===== src/rtl/seg_disp_pkg.sv =====
// Shared constants and the hex-to-segment glyph table for the scanned display.
// Segment order is {a,b,c,d,e,f,g,dp}, active low.
package seg_disp_pkg;

   localparam logic [7:0] SEG_BLANK  = 8'hFF;
   localparam logic [7:0] SEG_ALL_ON = 8'h00;
   localparam int         SEG_DP_BIT = 0;

   // Glyphs are returned with the decimal point dark.
   function automatic logic [7:0] hex_to_seg(input logic [3:0] nib);
      logic [7:0] glyph;
      case (nib)
         4'h0: glyph = 8'h03;
         4'h1: glyph = 8'h9F;
         4'h2: glyph = 8'h25;
         4'h3: glyph = 8'h0D;
         4'h4: glyph = 8'h99;
         4'h5: glyph = 8'h49;
         4'h6: glyph = 8'h41;
         4'h7: glyph = 8'h1F;
         4'h8: glyph = 8'h01;
         4'h9: glyph = 8'h09;
         4'hA: glyph = 8'h11;
         4'hB: glyph = 8'hC1;
         4'hC: glyph = 8'h63;
         4'hD: glyph = 8'h85;
         4'hE: glyph = 8'h61;
         default: glyph = 8'h71;
      endcase
      return glyph;
   endfunction

endpackage


===== src/rtl/seg_scan_display_decoder.sv =====
// Combinational nibble-to-segment decoder; dp bit is always returned dark.
module seg_hex_decoder
   import seg_disp_pkg::*;
(
   input  logic [3:0] nibble,
   output logic [7:0] glyph
);

   assign glyph = hex_to_seg(nibble);

endmodule


===== src/rtl/seg_scan_display.sv =====
// Time-multiplexed seven-segment scan driver with frame-synchronous double
// buffering, per-digit decimal points, leading-zero suppression and overrides.
module seg_scan_display
   import seg_disp_pkg::*;
#(
   parameter int DIGITS   = 8,
   parameter int DIV_BITS = 11,
   parameter int IDX_W    = $clog2(DIGITS)
) (
   input  logic                  clk,
   input  logic                  rst,
   input  logic [4*DIGITS-1:0]   data,
   input  logic                  load,
   input  logic [DIGITS-1:0]     dp_mask,
   input  logic                  lzs_en,
   input  logic                  blank,
   input  logic                  lamp_test,
   output logic [IDX_W-1:0]      which,
   output logic [7:0]            seg,
   output logic                  frame_start
);

   localparam int               SLOTS    = 2 ** IDX_W;
   localparam logic [IDX_W-1:0] LAST_IDX = IDX_W'(DIGITS - 1);

   logic [DIV_BITS-1:0]  count_reg;
   logic [IDX_W-1:0]     idx_reg, idx_next;
   logic [4*DIGITS-1:0]  active_reg, active_next;
   logic [4*DIGITS-1:0]  pending_reg, pending_next;
   logic                 pend_v_reg, pend_v_next;
   logic [7:0]           seg_reg, seg_next;
   logic                 frame_start_reg;
   logic                 tick, boundary;

   // Per-slot views indexed by digit number (0 = leftmost); slots past
   // DIGITS-1 exist only so a full IDX_W-wide index is always in range.
   logic [3:0]           nib_arr [SLOTS];
   logic [SLOTS-1:0]     dp_vec;
   logic [SLOTS-1:0]     zero_prefix;
   logic [SLOTS-1:0]     lzs_vec;
   logic [3:0]           nibble_sel;
   logic [7:0]           glyph;

   assign tick     = &count_reg;
   assign boundary = tick && (idx_reg == LAST_IDX);

   assign idx_next = !tick ? idx_reg :
                     (idx_reg == LAST_IDX) ? '0 : idx_reg + 1'b1;

   // A load coinciding with the frame boundary goes straight to the active
   // buffer so the newest data always wins.
   always_comb begin
      active_next  = active_reg;
      pending_next = pending_reg;
      pend_v_next  = pend_v_reg;
      if (load) begin
         pending_next = data;
         pend_v_next  = 1'b1;
      end
      if (boundary) begin
         pend_v_next = 1'b0;
         if (load)
            active_next = data;
         else if (pend_v_reg)
            active_next = pending_reg;
      end
   end

   // Decode from active_next so seg matches which, even on the commit cycle.
   for (genvar gi = 0; gi < SLOTS; gi++) begin : g_slot
      if (gi < DIGITS) begin : g_real
         assign nib_arr[gi] = active_next[4*(DIGITS-1-gi) +: 4];
         assign dp_vec[gi]  = dp_mask[DIGITS-1-gi];
         if (gi == 0) begin : g_first
            assign zero_prefix[gi] = (nib_arr[gi] == 4'h0);
         end else begin : g_rest
            assign zero_prefix[gi] = zero_prefix[gi-1] && (nib_arr[gi] == 4'h0);
         end
         if (gi == DIGITS - 1) begin : g_last
            assign lzs_vec[gi] = 1'b0;
         end else begin : g_lead
            assign lzs_vec[gi] = lzs_en && zero_prefix[gi];
         end
      end else begin : g_pad
         assign nib_arr[gi]     = 4'h0;
         assign dp_vec[gi]      = 1'b0;
         assign zero_prefix[gi] = 1'b0;
         assign lzs_vec[gi]     = 1'b0;
      end
   end

   assign nibble_sel = nib_arr[idx_next];

   seg_hex_decoder u_decoder (
      .nibble (nibble_sel),
      .glyph  (glyph)
   );

   always_comb begin
      seg_next = glyph;
      if (lamp_test) begin
         seg_next = SEG_ALL_ON;
      end else if (blank) begin
         seg_next = SEG_BLANK;
      end else if (lzs_vec[idx_next]) begin
         seg_next = SEG_BLANK;
         if (dp_vec[idx_next])
            seg_next[SEG_DP_BIT] = 1'b0;
      end else if (dp_vec[idx_next]) begin
         seg_next[SEG_DP_BIT] = 1'b0;
      end
   end

   always_ff @(posedge clk) begin
      if (rst) begin
         count_reg       <= '0;
         idx_reg         <= '0;
         active_reg      <= '0;
         pending_reg     <= '0;
         pend_v_reg      <= 1'b0;
         seg_reg         <= SEG_BLANK;
         frame_start_reg <= 1'b0;
      end else begin
         count_reg       <= count_reg + 1'b1;
         idx_reg         <= idx_next;
         active_reg      <= active_next;
         pending_reg     <= pending_next;
         pend_v_reg      <= pend_v_next;
         seg_reg         <= seg_next;
         frame_start_reg <= boundary;
      end
   end

   assign which       = idx_reg;
   assign seg         = seg_reg;
   assign frame_start = frame_start_reg;

endmodule


===== config.mk =====
export PLATFORM = sky130hd
export DESIGN_NAME = seg_scan_display
export DESIGN_NICKNAME = d
export VERILOG_FILES = /design/src/rtl/seg_disp_pkg.sv /design/src/rtl/seg_scan_display_decoder.sv /design/src/rtl/seg_scan_display.sv
export SDC_FILE = /design/constraint.sdc
export NUM_CORES = 1
export LEC_CHECK = 0
export BUFFER_PORTS_ARGS = -buffer_cell sky130_fd_sc_hd__buf_2
export CORE_ASPECT_RATIO = 1.75
export CORE_MARGIN = 3
export CORE_UTILIZATION = 40
export DETAILED_ROUTE_END_ITERATION = 16
export HOLD_SLACK_MARGIN = 0.02
export PLACE_DENSITY = 0.68
export SLEW_MARGIN = 25
export SYNTH_ARGS = -nofsm -noshare
export SYNTH_HDL_FRONTEND = slang
export SYNTH_HIERARCHICAL = 1
export SYNTH_SLANG_ARGS = --single-unit

===== constraint.sdc =====
create_clock -name clk -period 5.2 [get_ports clk]
set_input_delay 0.26 -clock clk [delete_from_list [all_inputs] [get_ports clk]]
set_output_delay 0.26 -clock clk [all_outputs]
set_load 0.05 [all_outputs]

==> out/qor.yml, run 1 <==
run_status:
  status: "finished, final reports clean"
sta:
  whs_ns: 0.1748
  skew_ns: 0.008590
  drv_slew: 0
  hold_viol_final: 0
  slew_headroom_pct: 37.28
  finalCriticalPeriod_ns: 4.457
  finalCritPeriodShare_pct: 85.71
  worst_slew_pin_slew_ns: 0.9409
  setup_slack_ns: 0.7429
  setup_tns_ns: 0
  rsz0062_at_grt: "no"
  max_freq_mhz: 224.4
  setup_viol: 0
global_route:
  grt_pass1_vias: 3945
  overflow: 0
  grt_use_total_pct: 18.79
  antenna_found_initial: 0
  grt_pass1_wl_um: 18820
  grt_max_degree: 91
power:
  swShare_pct: 23.79
  sequentialPowerShare_pct: 45.8
  power_density_mw_per_mm2: 299.4
  p_leak_nw: 2.156
  ir_drop_mv: 0.1756
  combPwrFrac_pct: 8.0
  clkPwrFrac_pct: 46.2
  switching_power_uw: 368.8
  p_int_mw: 1.181
clock_tree:
  cts_buffers: 9
  path_clk_slew_ns: 0.07
  tritoncts: "done"
  cts_setup_buffers: 0
  cts-root-buf: "clkbuf_16"
  clockBufferDepth: 2
  post_cts_resized: 0
  insertion_delay_ns: 0.34
  cts_sinks: 88
  holdBufCountCts: 0
  htree_levels: 3
routing:
  firstDrtPassIters: 5
  ant_nets: 0
  drt_iter0_markers: 230
  vias: 3822
  wl_per_cell_um: 16.19
  routed_wl_um: 11170
  vias_per_cell: 5.539
  drc: 0
synthesis:
  synth-async-reset-ratio_pct: 0
  synth_fp_nets: 565
  synth.yosys.seq_area_share_pct: 39.52
  yosysWarnings: 6
  syn_area_per_cell_um2: 8.758
  synth_seq_cells: 88
  synth-edff-count: 0
  synth_compound_area_share_pct: 15.66
  synth_mux_area_share_pct: 13.44
  synth.distinct_cells: 64
  netlist_area_mm2: 0.004458
  synth-adder-area-share_pct: 2.807
  synthSimpleGateAreaFrac_pct: 23.41
  ys.flop_type: "dfxtp_1"
  synth_top_family_by_area: "simple AND/OR/NAND/NOR gates"
  synthCells: 509
  synth-xor-area-share_pct: 1.375
die:
  ios: 58
  die_h_um: 145.7
  die-area_mm2: 0.01250
  die_w_um: 85.81
  coreArea_mm2: 0.01082
  start_util_pct: 41.19
  num_rows: 50
placement:
  dp_slack_ns: 0.7924
  placed_area_mm2: 0.004846
  io_buffers: 57
  dpl.hpwl_um: 8280
  globalplace.congestion: 0.8226
cells_and_area:
  final_cell_mix: "nor2_1, dfxtp_1, buf_2"
  design_area_mm2: 0.005176
  nets: 611
  final_common_cell: "nor2_1"
  layout-drive-gt1-share_pct: 18.21
  diodes: 0
  syn_to_final_growth_pct: 16.11
worst_hold_path:
  whs_path_depth: 3
  min_from: "data[29]"
  hold_class: "in -> reg"
  hold_end: "pending_reg[29]$_SDFFE_PP0P_"
critical_path:
  worstPathRequired_ns: 5.41
  timing_worst_setup_path_type: "reg -> reg"
  crit_fanout: 25
  r2r_start: "which[0]$_SDFF_PP0_"
  crit_start: "which[0]$_SDFF_PP0_"
  reg2reg_slack_ns: 0.74
  crit_path_end_kind: "register"
  timing.rr.end: "seg[4]$_SDFF_PP1_"
  start_kind: "register"
  arrival_ns: 4.67
  rr_worst_depth: 16
flow_run:
  cap_violations: 0
## metal layers
layer	part of all wire, %	up-vias	global-route usage [%]
met5	0	-	0
met4	3.4	0	8.716
met3	3.7	24	3.456
met2	54	72	34.46
met1	39	1796	20.25
li1	-	1930	-
## cell families (layout without fill, tap and decap cells)
logic type,after synthesis,after routing
fa+ha+maj,10,10
xor+xnor,7,7
buf+inv,38,89
compound gates,104,104
other cells,1,1
flops,88,88
mux,58,58
simple gates,203,203
## through the flow
step | util, % | power, mW | cells
6_report | 47.83 | 1.550 | 690
5_1_grt | 47.83 | 1.603 | 690
3_5_place_dp | 44.77 | 0.8492 | 674
3_3_place_gp | 44.77 | 0.8466 | 674
4_1_cts | 47.83 | 1.562 | 690
2_1_floorplan | - | 0.8046 | 509
## worst max path at each step
stage                             end  slack (ns)  depth (start not counted)
finish              seg[4]$_SDFF_PP1_        0.74                         16
global route        seg[4]$_SDFF_PP1_        0.34                         16
CTS                 seg[4]$_SDFF_PP1_        0.75                         16
detailed placement  seg[4]$_SDFF_PP1_        0.79                         13
global placement    seg[4]$_SDFF_PP1_        1.02                         13
floorplan           seg[4]$_SDFF_PP1_        0.95                         17
## cells in the mapped netlist (3+ instances only)
library cell	n	area, um^2
nor3b_1	8	60.06
xor2_1	5	43.79
or4_1	6	45.04
inv_1	5	18.77
o22ai_1	16	100.1
a22oi_1	3	22.52
o211ai_1	9	67.56
nand4_1	6	37.54
a21o_1	7	52.55
buf_2	6	30.03
nand3b_1	8	60.06
o21ai_0	16	80.08
buf_1	3	11.26
and3_1	4	25.02
nand2_1	16	60.06
nor3_1	14	70.07
dfxtp_1	88	1762
mux2i_1	54	540.5
a21oi_1	27	135.1
nand3_1	6	30.03
nor4_1	10	62.56
ha_1	10	125.1
nor2_1	104	390.4
nor2b_1	5	31.28
o22a_1	3	26.28
clkbuf_1	21	78.83
## worst max-delay path: stages (launching register included)
cell and delay (ns):
dfxtp_1 0.43, ha_1 0.20, ha_1 0.21, nand4_1 0.29, or4_1 0.58, buf_4 0.24
nor2_1 0.14, a21oi_1 0.07, mux2i_1 0.13, mux2i_1 0.08, o21ai_0 0.60, inv_1 0.24
ha_1 0.35, inv_1 0.05, mux4_2 0.44, nor3_1 0.20, a21oi_1 0.09
## power by group through the flow
stage / registers (mW) / clock network, mW / logic (mW)
6_report: 0.710 / 0.716 / 0.123
5_1_grt: 0.713 / 0.754 / 0.136
4_1_cts: 0.710 / 0.727 / 0.125
3_5_place_dp: 0.725 / 0 / 0.124
3_3_place_gp: 0.724 / 0 / 0.122
2_1_floorplan: 0.737 / 0 / 0.0679
## cell type report
class                           count  area, um^2
Clock buffer                       11       242.7
Clock inverter                      5       87.58
Fill cell                        1040        5647
Inverter                            5       18.77
Multi-Input combinational cell    383        2535
Sequential cell                    88        1762
Tap cell                          130       162.7
Timing Repair Buffer               68       367.9
No activity file was read; power rests on OpenSTA's default activity.
==> inputs of run 2 (changes only) <==
CORE_UTILIZATION = 58   (was 40)
PLACE_DENSITY = 0.89   (was 0.68)
==> run 2 against run 1 <==
  * Utilization is 22 points higher
  * Register-to-register slack worse by 0.25 ns
  * Highest routed layer unchanged
  * Count of clock-buffer cells in the layout is 1 higher
  * Sequential cell count stayed put
  * Clock skew is 0.0032 ns lower
  * Critical path depth is 1 lower
  * Via count is 5.4% higher
==> out/qor.yml, run 2 (synthesis gave the netlist of run 1 again) <==
run_status:
  status: "finished, final reports clean"
sta:
  finalCritPeriodShare_pct: 90.55  # +4.8 points
  setup_slack_ns: 0.4914  # -0.2515 ns
  hold_viol_final: 0  # unchanged
  drv_slew: 0  # unchanged
  whs_ns: 0.1739  # -0.0008900 ns
  finalCriticalPeriod_ns: 4.709  # +0.2515 ns
  rsz0062_at_grt: "no"
  worst_slew_pin_slew_ns: 0.9151  # -0.02575 ns
  slew_headroom_pct: 38.99  # +1.7 points
  skew_ns: 0.005376  # -0.003214 ns
  max_freq_mhz: 212.4  # -5.3%
  setup_viol: 0  # unchanged
  setup_tns_ns: 0  # unchanged
critical_path:
  crit_family: "simple AND/OR/NAND/NOR gates"
  arrival_ns: 4.91  # +0.24 ns
  timing_worst_setup_path_type: "reg -> reg"
  reg2reg_slack_ns: 0.49  # -0.25 ns
  worstPathCellList: "ha_1 > ha_1 > nand4_1 > or4_1 > nor2_1 > a21oi_1 > mux2i_1 > mux2i_1 > o21ai_0 > inv_1 > ha_1 > inv_1 > mux4_2 > nor3_1 > a21oi_1"
  crit_path_end_kind: "register"
  start_kind: "register"
  timing.rr.end: "seg[4]$_SDFF_PP1_"
  worstPathRequired_ns: 5.41  # about the same
  rr_worst_depth: 15  # -1
  r2r_start: "which[0]$_SDFF_PP0_"
  crit_fanout: 25  # unchanged
  crit_slowest_cell: "or4_1"
  cp_slowest_stage_delay_ns: 0.94  # +0.34 ns
  cp_num_buf_inv: 2  # -1
  cp_common_cell: "ha_1"
clock_tree:
  cts_setup_buffers: 0  # unchanged
  clockBufferDepth: 2  # unchanged
  tritoncts: "done"
  holdBufCountCts: 0  # unchanged
  cts_buffers: 9  # unchanged
  insertion_delay_ns: 0.34  # about the same
  post_cts_resized: 0  # unchanged
  cts-root-buf: "clkbuf_16"
  htree_levels: 3  # unchanged
  path_clk_slew_ns: 0.06  # about the same
  cts_sinks: 88  # unchanged
flow_run:
  cap_violations: 0  # unchanged
die:
  coreArea_mm2: 0.007336  # -32%
  num_rows: 41  # -18%
  start_util_pct: 60.77  # +20 points
  die_h_um: 122.0  # -16%
  die-area_mm2: 0.008816  # -29%
  die_w_um: 72.28  # -16%
  ios: 58  # unchanged
power:
  p_leak_nw: 2.144  # -0.57%
  p_total_mw: 1.532  # -1.1%
  ir_drop_mv: 0.2353  # +34%
  power_density_mw_per_mm2: 301.0  # +0.53%
worst_hold_path:
  hold_end: "pending_reg[28]$_SDFFE_PP0P_"
  hold_class: "in -> reg"
  whs_path_depth: 3  # unchanged
  min_from: "data[28]"
routing:
  firstDrtPassIters: 5  # unchanged
  wl_per_cell_um: 16.79  # +3.7%
  vias: 4028  # +5.4%
  ant_nets: 0  # unchanged
  vias_per_cell: 6.274  # +13%
  routed_wl_um: 10780  # -3.5%
  drt_iter0_markers: 406  # +77%
  drc: 0  # unchanged
cells_and_area:
  fillers: 578  # -44%
  nets: 608  # -0.49%
  layout-drive-gt1-share_pct: 17.63  # -0.59 points
  final_common_cell: "nor2_1"
  diodes: 0  # unchanged
  syn_to_final_growth_pct: 14.17
  final_cell_mix: "nor2_1, dfxtp_1, buf_2"
placement:
  dpl.hpwl_um: 7777  # -6.1%
  globalplace.congestion: 0.8373  # +1.8%
  io_buffers: 57  # unchanged
  dp_slack_ns: 0.5556  # -0.2368 ns
global_route:
  antenna_found_initial: 0  # unchanged
  grt_use_total_pct: 25.76  # +7.0 points
  grt_pass1_vias: 3979  # +0.86%
  grt_max_degree: 91  # unchanged
  overflow: 0  # unchanged
  grt_pass1_wl_um: 17840  # -5.2%
-- run 2: cell count changes in the layout (fill, tap and decap cells not counted) --
cell        change
buf_4           -3
clkbuf_8        +1
clkinv_2        +1
clkinv_4        -1
clkinvlp_4      -1
inv_8           -1
-- run 2: final cells by class --
cell class                      instances  area (um^2)  share of cell area (%)
Clock buffer                           12        256.5                   5.039
Clock inverter                          3        65.06                   1.278
Inverter                                5        18.77                  0.3687
Multi-Input combinational cell        383         2535                   49.80
Sequential cell                        88         1762                   34.61
Tap cell                               86        107.6                   2.114
Timing Repair Buffer                   65        345.3                   6.785
-- run 2: worst reg2reg max path, delay by kind of cell (launching register included) --
kind            cells  cell delay, ns
flops               1            0.43
simple gates        4            1.65
mux                 3            0.70
fa+ha+maj           3            0.75
compound gates      3            0.74
buf+inv             2            0.29
-- run 2: worst max path at each step --
stage / from / to / slack (ns) / depth (start not counted)
global route: which[0]$_SDFF_PP0_ / seg[4]$_SDFF_PP1_ / 0.11 / 15
floorplan: which[0]$_SDFF_PP0_ / seg[4]$_SDFF_PP1_ / 0.95 / 17
finish: which[0]$_SDFF_PP0_ / seg[4]$_SDFF_PP1_ / 0.49 / 15
CTS: which[0]$_SDFF_PP0_ / seg[4]$_SDFF_PP1_ / 0.55 / 15
global placement: which[0]$_SDFF_PP0_ / seg[4]$_SDFF_PP1_ / 0.83 / 15
detailed placement: which[0]$_SDFF_PP0_ / seg[4]$_SDFF_PP1_ / 0.56 / 15
-- run 2: power by group --
group	switching (mW)	total, mW	internal (mW)	leakage (nW)
Sequential	0.0139	0.710	0.696	0.719
Combinational	0.0759	0.122	0.0463	1.27
Clock	0.256	0.700	0.444	0.159
-- run 2: per-stage QoR --
stage | instance area, um^2 | util (%) | instances
detailed placement | 4768 | 65.00 | 627
global placement | 4768 | 65.00 | 627
CTS | 5090 | 69.38 | 642
global route | 5090 | 69.38 | 642
finish | 5090 | 69.38 | 642
floorplan | 4458 | - | 509
-- run 2: metal layers --
layer | track usage [%] | vias to the layer above | wire length (um)
met5 | 0 | - | 0
met3 | 4.129 | 41 | 468
met2 | 45.09 | 136 | 5719
met4 | 17.88 | 0 | 521
met1 | 27.42 | 1925 | 4070
li1 | - | 1926 | -
